<file path="src/rtl/mc_mem_if.sv">
// Request/response bundle between the multicycle core and its memory.
// The master drives requests and accepts responses; the slave does the reverse.
interface mc_mem_if;
  logic        req_valid;
  logic        req_we;
  logic [31:0] req_addr;
  logic [31:0] req_wdata;
  logic [3:0]  req_be;
  logic        req_ready;
  logic        rsp_valid;
  logic [31:0] rsp_rdata;
  logic        rsp_err;
  logic        rsp_ready;

  modport master (
    output req_valid,
    output req_we,
    output req_addr,
    output req_wdata,
    output req_be,
    output rsp_ready,
    input  req_ready,
    input  rsp_valid,
    input  rsp_rdata,
    input  rsp_err
  );

  modport slave (
    input  req_valid,
    input  req_we,
    input  req_addr,
    input  req_wdata,
    input  req_be,
    input  rsp_ready,
    output req_ready,
    output rsp_valid,
    output rsp_rdata,
    output rsp_err
  );
endinterface

</file>
<file path="src/rtl/mc_mem_responder.sv">
// Single-outstanding memory responder with programmable wait states.
// RAM is touched once, on the edge that enters RESP.
module mc_mem_responder #(
  parameter int          DEPTH_WORDS = 64,
  parameter int          LATENCY     = 2,
  parameter logic [31:0] BASE_ADDR   = 32'h0000_0000
) (
  input logic     clk,
  input logic     rst,
  mc_mem_if.slave bus
);

  localparam int         AW  = $clog2(DEPTH_WORDS);
  localparam logic [3:0] LAT = 4'(LATENCY);

  typedef enum logic [1:0] {
    IDLE,
    WAIT,
    RESP
  } state_t;

  state_t      state;
  logic [3:0]  cnt;
  logic        lat_we;
  logic [31:0] lat_addr;
  logic [31:0] lat_wdata;
  logic [3:0]  lat_be;
  logic        ready_q;
  logic        valid_q;
  logic        err_q;
  logic [31:0] rdata_q;

  logic [31:0] RAM [DEPTH_WORDS];

  logic [31:0]   off;
  logic          misal;
  logic          oob;
  logic          addr_err;
  logic [AW-1:0] idx;
  logic          enter_resp;
  logic          ram_wr;

  // BASE_ADDR is word-aligned, so the offset's low bits mirror the address.
  always_comb begin
    off        = lat_addr - BASE_ADDR;
    misal      = |off[1:0];
    oob        = |off[31:AW+2];
    addr_err   = misal | oob;
    idx        = off[AW+1:2];
    enter_resp = (state == WAIT) && (cnt == 4'd0);
    ram_wr     = enter_resp && lat_we
                 && !addr_err && !rst;
  end

  assign bus.req_ready = ready_q & ~rst;
  assign bus.rsp_valid = valid_q;
  assign bus.rsp_rdata = rdata_q;
  assign bus.rsp_err   = err_q;

  always_ff @(posedge clk) begin
    if (rst) begin
      state     <= IDLE;
      cnt       <= 4'd0;
      ready_q   <= 1'b1;
      valid_q   <= 1'b0;
      err_q     <= 1'b0;
      rdata_q   <= 32'd0;
      lat_we    <= 1'b0;
      lat_addr  <= 32'd0;
      lat_wdata <= 32'd0;
      lat_be    <= 4'd0;
    end else begin
      unique case (state)
        IDLE: begin
          if (bus.req_valid && ready_q) begin
            lat_we    <= bus.req_we;
            lat_addr  <= bus.req_addr;
            lat_wdata <= bus.req_wdata;
            lat_be    <= bus.req_be;
            cnt       <= LAT;
            ready_q   <= 1'b0;
            state     <= WAIT;
          end
        end
        WAIT: begin
          if (cnt == 4'd0) begin
            state   <= RESP;
            valid_q <= 1'b1;
            err_q   <= addr_err;
            if (!lat_we && !addr_err)
              rdata_q <= RAM[idx];
            else
              rdata_q <= 32'd0;
          end else begin
            cnt <= cnt - 4'd1;
          end
        end
        RESP: begin
          if (bus.rsp_ready) begin
            state   <= IDLE;
            valid_q <= 1'b0;
            err_q   <= 1'b0;
            rdata_q <= 32'd0;
            ready_q <= 1'b1;
          end
        end
        default: begin
          state   <= IDLE;
          ready_q <= 1'b1;
          valid_q <= 1'b0;
        end
      endcase
    end
  end

  always_ff @(posedge clk) begin
    if (ram_wr) begin
      for (int i = 0; i < 4; i++) begin
        if (lat_be[i])
          RAM[idx][8*i +: 8] <= lat_wdata[8*i +: 8];
      end
    end
  end

endmodule

</file>
<file path="src/flat_wrapper.sv">
// flat-port wrapper written by rule: the top's interface ports become plain ports
module mc_mem_responder_flat 
#(
  parameter int          DEPTH_WORDS = 64,
  parameter int          LATENCY     = 2,
  parameter logic [31:0] BASE_ADDR   = 32'h0000_0000
)
  (clk, rst, bus_req_valid, bus_req_we, bus_req_addr, bus_req_wdata, bus_req_be, bus_rsp_ready, bus_req_ready, bus_rsp_valid, bus_rsp_rdata, bus_rsp_err);
  mc_mem_if bus_i ();
  input logic clk;
  input logic rst;
  input wire logic [$bits(bus_i.req_valid)-1:0] bus_req_valid;
  input wire logic [$bits(bus_i.req_we)-1:0] bus_req_we;
  input wire logic [$bits(bus_i.req_addr)-1:0] bus_req_addr;
  input wire logic [$bits(bus_i.req_wdata)-1:0] bus_req_wdata;
  input wire logic [$bits(bus_i.req_be)-1:0] bus_req_be;
  input wire logic [$bits(bus_i.rsp_ready)-1:0] bus_rsp_ready;
  output wire logic [$bits(bus_i.req_ready)-1:0] bus_req_ready;
  output wire logic [$bits(bus_i.rsp_valid)-1:0] bus_rsp_valid;
  output wire logic [$bits(bus_i.rsp_rdata)-1:0] bus_rsp_rdata;
  output wire logic [$bits(bus_i.rsp_err)-1:0] bus_rsp_err;
  assign bus_i.req_valid = bus_req_valid;
  assign bus_i.req_we = bus_req_we;
  assign bus_i.req_addr = bus_req_addr;
  assign bus_i.req_wdata = bus_req_wdata;
  assign bus_i.req_be = bus_req_be;
  assign bus_i.rsp_ready = bus_rsp_ready;
  assign bus_req_ready = bus_i.req_ready;
  assign bus_rsp_valid = bus_i.rsp_valid;
  assign bus_rsp_rdata = bus_i.rsp_rdata;
  assign bus_rsp_err = bus_i.rsp_err;
  mc_mem_responder #(.DEPTH_WORDS(DEPTH_WORDS), .LATENCY(LATENCY), .BASE_ADDR(BASE_ADDR)) u_core (.clk(clk), .rst(rst), .bus(bus_i));
endmodule
</file>
<file path="config.mk">
export PLATFORM = sky130hd
export DESIGN_NAME = mc_mem_responder_flat
export DESIGN_NICKNAME = d
export VERILOG_FILES = /design/src/rtl/mc_mem_if.sv /design/src/rtl/mc_mem_responder.sv /design/src/flat_wrapper.sv
export SDC_FILE = /design/constraint.sdc
export NUM_CORES = 2
export LEC_CHECK = 0
export CORE_ASPECT_RATIO = 1.75
export CORE_MARGIN = 5
export CORE_UTILIZATION = 35
export CTS_CLUSTER_SIZE = 24
export DETAILED_ROUTE_END_ITERATION = 16
export PLACE_DENSITY = 0.56
export SLEW_MARGIN = 30
export SYNTH_ARGS = -nofsm -noshare
export SYNTH_HDL_FRONTEND = slang
export SYNTH_SLANG_ARGS = --single-unit
</file>
<file path="constraint.sdc">
create_clock -name clk -period 2.7 [get_ports clk]
set_input_delay 0.675 -clock clk [delete_from_list [all_inputs] [get_ports clk]]
set_output_delay 0.675 -clock clk [all_outputs]
set_load 0.005 [all_outputs]
</file>
### After elaboration in Yosys (flattened, before gate mapping)

Memory sizes are Yosys's and may differ from the RTL's. A register that Yosys moved wholly into a read port is not among the register bits.
Index checks and enable logic that the tools add are counted.

* flip-flop bits (word level): 110
* bits in latches: 0
* bits in writable memories: 2048
* memory bits (read-only): 0
* input port bits: 73
* output and inout port bits: 35
* word-level logic and storage cells: 77
* memories kept: 1

* add/sub/neg operators: 1
* $mul: 0
* divide/modulo/power cells: 0
* order comparisons: 0
* equality and inequality tests: 6
* shifts and indexed selects: 0
* multiplexer cells: 33
* bitwise gates (word level): 5
* reductions and logical operators: 21

Memory list
* u_core.RAM: depth 64, bits a word 32, read ports 1, clocked after Yosys merged registers in 1, wr ports 1, line mc_mem_responder.sv:33 `logic [31:0] RAM [DEPTH_WORDS];`

Operator list (number)
* 32-bit two-way mux: 3
* 32-bit case mux with 2 select lines: 1
* 24-bit OR reduction: 1
* 1-bit two-way mux: 17
* 3-bit AND reduction: 5
* 6-bit two-way mux: 2
* 4-bit two-way mux: 2
* 4-bit case mux with 2 select lines: 1
* 1-bit logical AND: 6
* 2-bit two-way mux: 3
* 2-bit inequality test, second input constant: 3
* 1-bit case mux with 3 select lines: 2
* 2-bit case mux with 3 select lines: 1
* 4-bit zero test: 1
* 2-bit nonzero test: 2
* 4-bit by 1-bit subtractor with 4-bit output, second input constant: 1
* 1-bit zero test: 3
* 1-bit inverter: 3
* 2-bit by 1-bit equality test with 1-bit output, second input constant: 1
* 2-bit equality test, second input constant: 1
* 2-bit zero test: 1
* 2-bit by 1-bit inequality test with 1-bit output, second input constant: 1
* 1-bit case mux with 2 select lines: 1
* 2-bit AND reduction: 1
* other kinds (3): 3

### Logic depth before layout (Yosys ltp)

* depth in word-level cells: 7
* gate-level depth with buffers: 11
* depth with buffers taken out: 8

### Worst setup path after synthesis

No wires, ideal clock.

* path kind: input port to flip-flop
* start point: input port rst
* end point: memory u_core.RAM[10][0] (enable)
* setup time: 0.370 ns
* data arrival time: 2.340 ns
* data required time: 2.330 ns
* slack: -0.010 ns
* stages on the path: 6
* buffers on the path: 2
* cell sequence: clkbuf_1 > or3_4 > nor4_2 > nand2_1 > clkbuf_1 > nor2_1

* cells in the longest elaborated chain, start to end: 4

Ends and longest elaborated chain
* start, declared: line flat_wrapper.sv:11 `input logic rst;`
* 1-bit zero test: line mc_mem_responder.sv:52 `&& !addr_err && !rst;`
* 1-bit logical AND: line mc_mem_responder.sv:52
* 1-bit two-way mux: line mc_mem_responder.sv:117 `if (ram_wr) begin`
* 1-bit two-way mux (not written as such): line mc_mem_responder.sv:120 `RAM[idx][8*i +: 8] <= lat_wdata[8*i +: 8];`
* end, declared: line mc_mem_responder.sv:33

Every way passes these cells.

### Worst setup path in the final report

* start point: register u_core.cnt[0]
* end point: memory u_core.RAM[61][18] (enable)

* cells in the longest elaborated chain, start to end: 7

Ends and longest elaborated chain
* start, declared: line mc_mem_responder.sv:23 `logic [3:0] cnt;`
* start signal, assigned: line mc_mem_responder.sv:95 `cnt <= cnt - 4'd1;`
* 4-bit zero test: line mc_mem_responder.sv:50 `enter_resp = (state == WAIT) && (cnt == 4'd0);`
* 1-bit logical AND: line mc_mem_responder.sv:50
* 1-bit logical AND: line mc_mem_responder.sv:51 `ram_wr = enter_resp && lat_we`
* 1-bit logical AND (2 in series): line mc_mem_responder.sv:52
* 1-bit two-way mux: line mc_mem_responder.sv:117
* 1-bit two-way mux (not written as such): line mc_mem_responder.sv:120

Every way passes these cells.

==> flow_summary.html <==
<table>
<tr><th>Metric</th><th>Value</th></tr>
<tr><th colspan="2">Synth</th></tr>
<tr><td>Mean Syn Cell Area</td><td>19.98 um^2</td></tr>
<tr><td>Share of synthesized area occupied by flip-flops and latches</td><td>0.7660</td></tr>
<tr><td>Post-synth net total</td><td>4,246</td></tr>
<tr><td>Commonest register cell after synthesis</td><td>sky130_fd_sc_hd__edfxtp_1</td></tr>
<tr><td>Number of synthesized flops with an enable pin</td><td>just over 2k</td></tr>
<tr><td>Synth warnings</td><td>0</td></tr>
<tr><td>Number of unique standard cell types used by synthesis</td><td>61</td></tr>
<tr><td>Async set-reset flop share out of synthesis</td><td>0</td></tr>
<tr><td>Yosys reg bits</td><td>approximately 2.2k</td></tr>
<tr><td>Gate count of the mapped netlist</td><td>4,171</td></tr>
<tr><td>Area of the mapped netlist</td><td>83,320 um^2</td></tr>
<tr><th colspan="2">Route</th></tr>
<tr><td>Post-route DRC violation count</td><td>0</td></tr>
<tr><td>Wire length reported by the detailed router</td><td>270,200 um</td></tr>
<tr><td>Iteration-0 DRC Markers</td><td>4,967</td></tr>
<tr><td>TritonRoute pass-1 iters</td><td>6</td></tr>
<tr><td>Mean number of vias per cell</td><td>5.506</td></tr>
<tr><td>Post-DRT Antenna Nets</td><td>0</td></tr>
<tr><td>Detail-routed net length per standard cell</td><td>33.05 um</td></tr>
<tr><td>Overall via count from detail_route</td><td>45.01k</td></tr>
<tr><th colspan="2">STA</th></tr>
<tr><td>Number of slew-limit violations in the final report</td><td>0</td></tr>
<tr><td>Count of endpoints failing hold in the final timing report</td><td>0</td></tr>
<tr><td>Final total negative setup slack</td><td>0 ps</td></tr>
<tr><td>Final setup violation count</td><td>0</td></tr>
<tr><td>Final min period</td><td>2668 ps</td></tr>
<tr><td>Clock Skews</td><td>64.50 ps</td></tr>
<tr><td>Headroom to the max-slew limit</td><td>0.3042</td></tr>
<tr><td>Unrepaired setup endpoints after global routing</td><td>true</td></tr>
<tr><td>Final critical-path share of the clock period</td><td>0.9880</td></tr>
<tr><td>Transition time at the pin with the least slew margin</td><td>~1000 ps</td></tr>
<tr><td>Maximum clock frequency</td><td>374.9 MHz</td></tr>
<tr><th colspan="2">Finish</th></tr>
<tr><td>Filler Cell Count</td><td>20.70k</td></tr>
<tr><td>Core utilization of the finished layout</td><td>0.4205</td></tr>
<tr><td>Most frequent standard cell in the layout excluding fill and tap cells</td><td>sky130_fd_sc_hd__edfxtp_1</td></tr>
<tr><td>Area overhead of the layout relative to synthesis</td><td>19.89%</td></tr>
<tr><td>Final std cell area, no fill</td><td>99,890 um^2</td></tr>
<tr><td>Fin nets</td><td>4,988</td></tr>
<tr><td>Area used by sequential logic in the layout</td><td>63,890 um^2</td></tr>
<tr><td>Most frequent cells in the layout</td><td>sky130_fd_sc_hd__edfxtp_1, sky130_fd_sc_hd__buf_4, sky130_fd_sc_hd__mux4_2</td></tr>
<tr><td>Total area of multi-input combinational cells</td><td>18,490 um^2</td></tr>
<tr><td>Final Instance Count excl. Fillers</td><td>8,176</td></tr>
<tr><td>Fraction of layout instances using a drive strength above 1</td><td>0.3145</td></tr>
<tr><th colspan="2">Global routing</th></tr>
<tr><td>Overall global routing resource usage</td><td>0.2138</td></tr>
<tr><td>Via count of the first global-routing pass</td><td>45.78k</td></tr>
<tr><td>Global-route wire length before repair</td><td>369,000 um</td></tr>
<tr><td>Largest net degree at the start of global routing</td><td>70</td></tr>
<tr><td>Initial antenna violation count</td><td>11</td></tr>
<tr><td>Total overflow reported by the global router</td><td>0</td></tr>
<tr><th colspan="2">CTS</th></tr>
<tr><td>Clock slew at the register clock pins of the worst setup and hold paths</td><td>70 ps</td></tr>
<tr><td>Root Buffer</td><td>sky130_fd_sc_hd__clkbuf_16</td></tr>
<tr><td>Clock buffer count from CTS</td><td>188</td></tr>
<tr><td>TritonCTS clock tree</td><td>done</td></tr>
<tr><td>Longest Clk Path Bufs</td><td>4</td></tr>
<tr><td>Quantity of hold-fixing buffers added after cts</td><td>0</td></tr>
<tr><td>Max H-tree Level</td><td>4</td></tr>
<tr><td>Insertion delay to the later sink of the worst-skew pair</td><td>860 ps</td></tr>
<tr><td>Sinks on Clock Net</td><td>2,164</td></tr>
<tr><th colspan="2">Floorplan</th></tr>
<tr><td>Starting density of the core</td><td>0.3508</td></tr>
<tr><td>Die width</td><td>378.8 um</td></tr>
<tr><td>Core area</td><td>roughly 240,000 um^2</td></tr>
<tr><td>Die height</td><td>around 660 um</td></tr>
<tr><td>Standard-cell rows</td><td>237</td></tr>
<tr><td>Total I/O pin count</td><td>108</td></tr>
<tr><td>DIE AREA</td><td>248,300 um^2</td></tr>
<tr><th colspan="2">Placed design</th></tr>
<tr><td>GP Congestion</td><td>0.8950</td></tr>
<tr><td>Total half-perimeter wirelength after legalization and detailed placement</td><td>around 190,000 um</td></tr>
<tr><td>Total placed cells including tap cells</td><td>7,805</td></tr>
<tr><td>Placed instance area</td><td>around 93,000 um^2</td></tr>
<tr><td>Number of buffers inserted by port buffering</td><td>107</td></tr>
<tr><th colspan="2">Outcome</th></tr>
<tr><td>Run status</td><td>completed</td></tr>
<tr><th colspan="2">Power and ir drop</th></tr>
<tr><td>Total power consumption of the routed design</td><td>around 70 mW</td></tr>
<tr><td>Power Density</td><td>702.4 nW/um^2</td></tr>
<tr><td>IR drop worst, VDD</td><td>473.1 uV</td></tr>
<tr><td>Leakage power of the design</td><td>30.65 nW</td></tr>
<tr><th colspan="2">Hold path</th></tr>
<tr><td>Type of the tightest min-delay check</td><td>in -&gt; reg</td></tr>
<tr><th colspan="2">Critical path</th></tr>
<tr><td>Nature of the critical path endpoint</td><td>flip-flop</td></tr>
<tr><td>Startpoint type of the worst setup path</td><td>flip-flop</td></tr>
<tr><td>Data arrival time of the worst path</td><td>3190 ps</td></tr>
<tr><td>R2R Setup Slk</td><td>30 ps</td></tr>
<tr><td>CP required</td><td>3230 ps</td></tr>
<tr><td>Critical setup path kind</td><td>reg -&gt; reg</td></tr>
<tr><td>Worst Path Max Fanout</td><td>64</td></tr>
<tr><th colspan="2">Flow run</th></tr>
<tr><td>Max-cap violations</td><td>0</td></tr>
</table>
flip-flops by register name (all words and copies together) (netlist names), 2 cells and up, named ones only:
register and cells:
u_core.RAM 2048, u_core.bus.rsp_rdata 32, u_core.lat_addr 32, u_core.lat_wdata 32, u_core.cnt 4, u_core.lat_be 4
u_core.state 2
where the power goes:
group / internal [mW] / total, mW / switching (mW)
Clock: 15.1 / 27.2 / 12.2
Sequential: 37.0 / 37.4 / 0.408
Combinational: 2.20 / 5.53 / 3.33
area by class of cell:
cell class | count | area share
diodes | 10 | 0.0002505
clock buffers | 230 | 0.05034
clock inverters | 106 | 0.01003
inverters | 8 | 0.0003006
multi-input cells | 1754 | 0.1851
flip-flops and latches | 2164 | 0.6396
well taps | 3107 | 0.03892
repair buffers | 797 | 0.07551
worst max-delay path, cell delays in order, from the launching register on:
cell and delay [ps]:
sky130_fd_sc_hd__dfxtp_1 320, sky130_fd_sc_hd__inv_1 120, sky130_fd_sc_hd__ha_1 190, sky130_fd_sc_hd__nand4bb_1 160, sky130_fd_sc_hd__or3_4 410, sky130_fd_sc_hd__nor4_4 160, sky130_fd_sc_hd__buf_6 180, sky130_fd_sc_hd__nand2_2 70
sky130_fd_sc_hd__buf_12 180, sky130_fd_sc_hd__nor2_2 230, sky130_fd_sc_hd__buf_6 190
cell families (layout without fill, tap and decap cells):
| kind of cell | Yosys count | count (layout) | synth area share |
|---|---|---|---|
| other | 0 | 10 | 0 |
| adders and majority gates | 2 | 2 | 0.0003003 |
| muxes | 624 | 624 | 0.1508 |
| xor gates and xnor gates | 2 | 2 | 0.0002103 |
| DFF | 2164 | 2164 | 0.7660 |
| and+or+nand+nor | 771 | 771 | 0.03987 |
| buffers and inverters | 253 | 1141 | 0.01551 |
| AOI/OAI and AO/OA | 355 | 355 | 0.02729 |
cell usage after synthesis, types with 30 or more instances:
library cell                  n  area, um^2
sky130_fd_sc_hd__nor2b_1     37       231.5
sky130_fd_sc_hd__mux2i_1    107        1071
sky130_fd_sc_hd__nand3_1     41       205.2
sky130_fd_sc_hd__edfxtp_1  2048       61500
sky130_fd_sc_hd__buf_2       53       265.3
sky130_fd_sc_hd__nand2_1    295        1107
sky130_fd_sc_hd__buf_4       49       367.9
sky130_fd_sc_hd__o22ai_1     56       350.3
sky130_fd_sc_hd__nor3_1      30       150.1
sky130_fd_sc_hd__a22oi_1     62       465.5
sky130_fd_sc_hd__a21oi_1    118       590.6
sky130_fd_sc_hd__dfxtp_1    116        2322
sky130_fd_sc_hd__o21ai_0     37       185.2
sky130_fd_sc_hd__mux4_2     504       11350
sky130_fd_sc_hd__nor2_1     291        1092
sky130_fd_sc_hd__clkbuf_1   110       412.9
per-stage QoR:
stage	setup slack, ps	hold WS (ps)
6_report	32.33	209.8
2_1_floorplan	-10.04	434.5
3_3_place_gp	-162.2	440.0
5_1_grt	-46.59	203.9
3_5_place_dp	-95.35	446.7
4_1_cts	3.045	127.8
repair_timing:
| action | in CTS | in global routing |
|---|---|---|
| pin swaps | 1 | 3 |
| buffers inserted | 0 | 21 |
| resized for setup | 17 | 121 |
| cloned | 0 | 4 |
| endpoints found under the setup margin | 27 | 1242 |
path summary, 6_finish.rpt:
| check | start | to | cells after the start |
|---|---|---|---|
| hold / removal | rst | u_core.bus.rsp_err | 3 |
| setup / recovery | u_core.cnt[0] | u_core.RAM[61][18] | 10 |
| hold reg to reg | u_core.lat_addr[15] | u_core.lat_addr[15] | 2 |
| setup reg to reg | u_core.cnt[0] | u_core.RAM[61][18] | 10 |
routing by layer:
| layer | share of wire | global-route usage | up-vias |
|---|---|---|---|
| met3 | 0.065 | 0.03235 | 593 |
| met2 | 0.51 | 0.3738 | 2010 |
| met4 | 0.076 | 0.1355 | 12 |
| li1 | - | - | 18460 |
| met5 | 0.00066 | 0.002162 | - |
| met1 | 0.35 | 0.2453 | 23930 |
No activity file was read; power rests on OpenSTA's default activity.
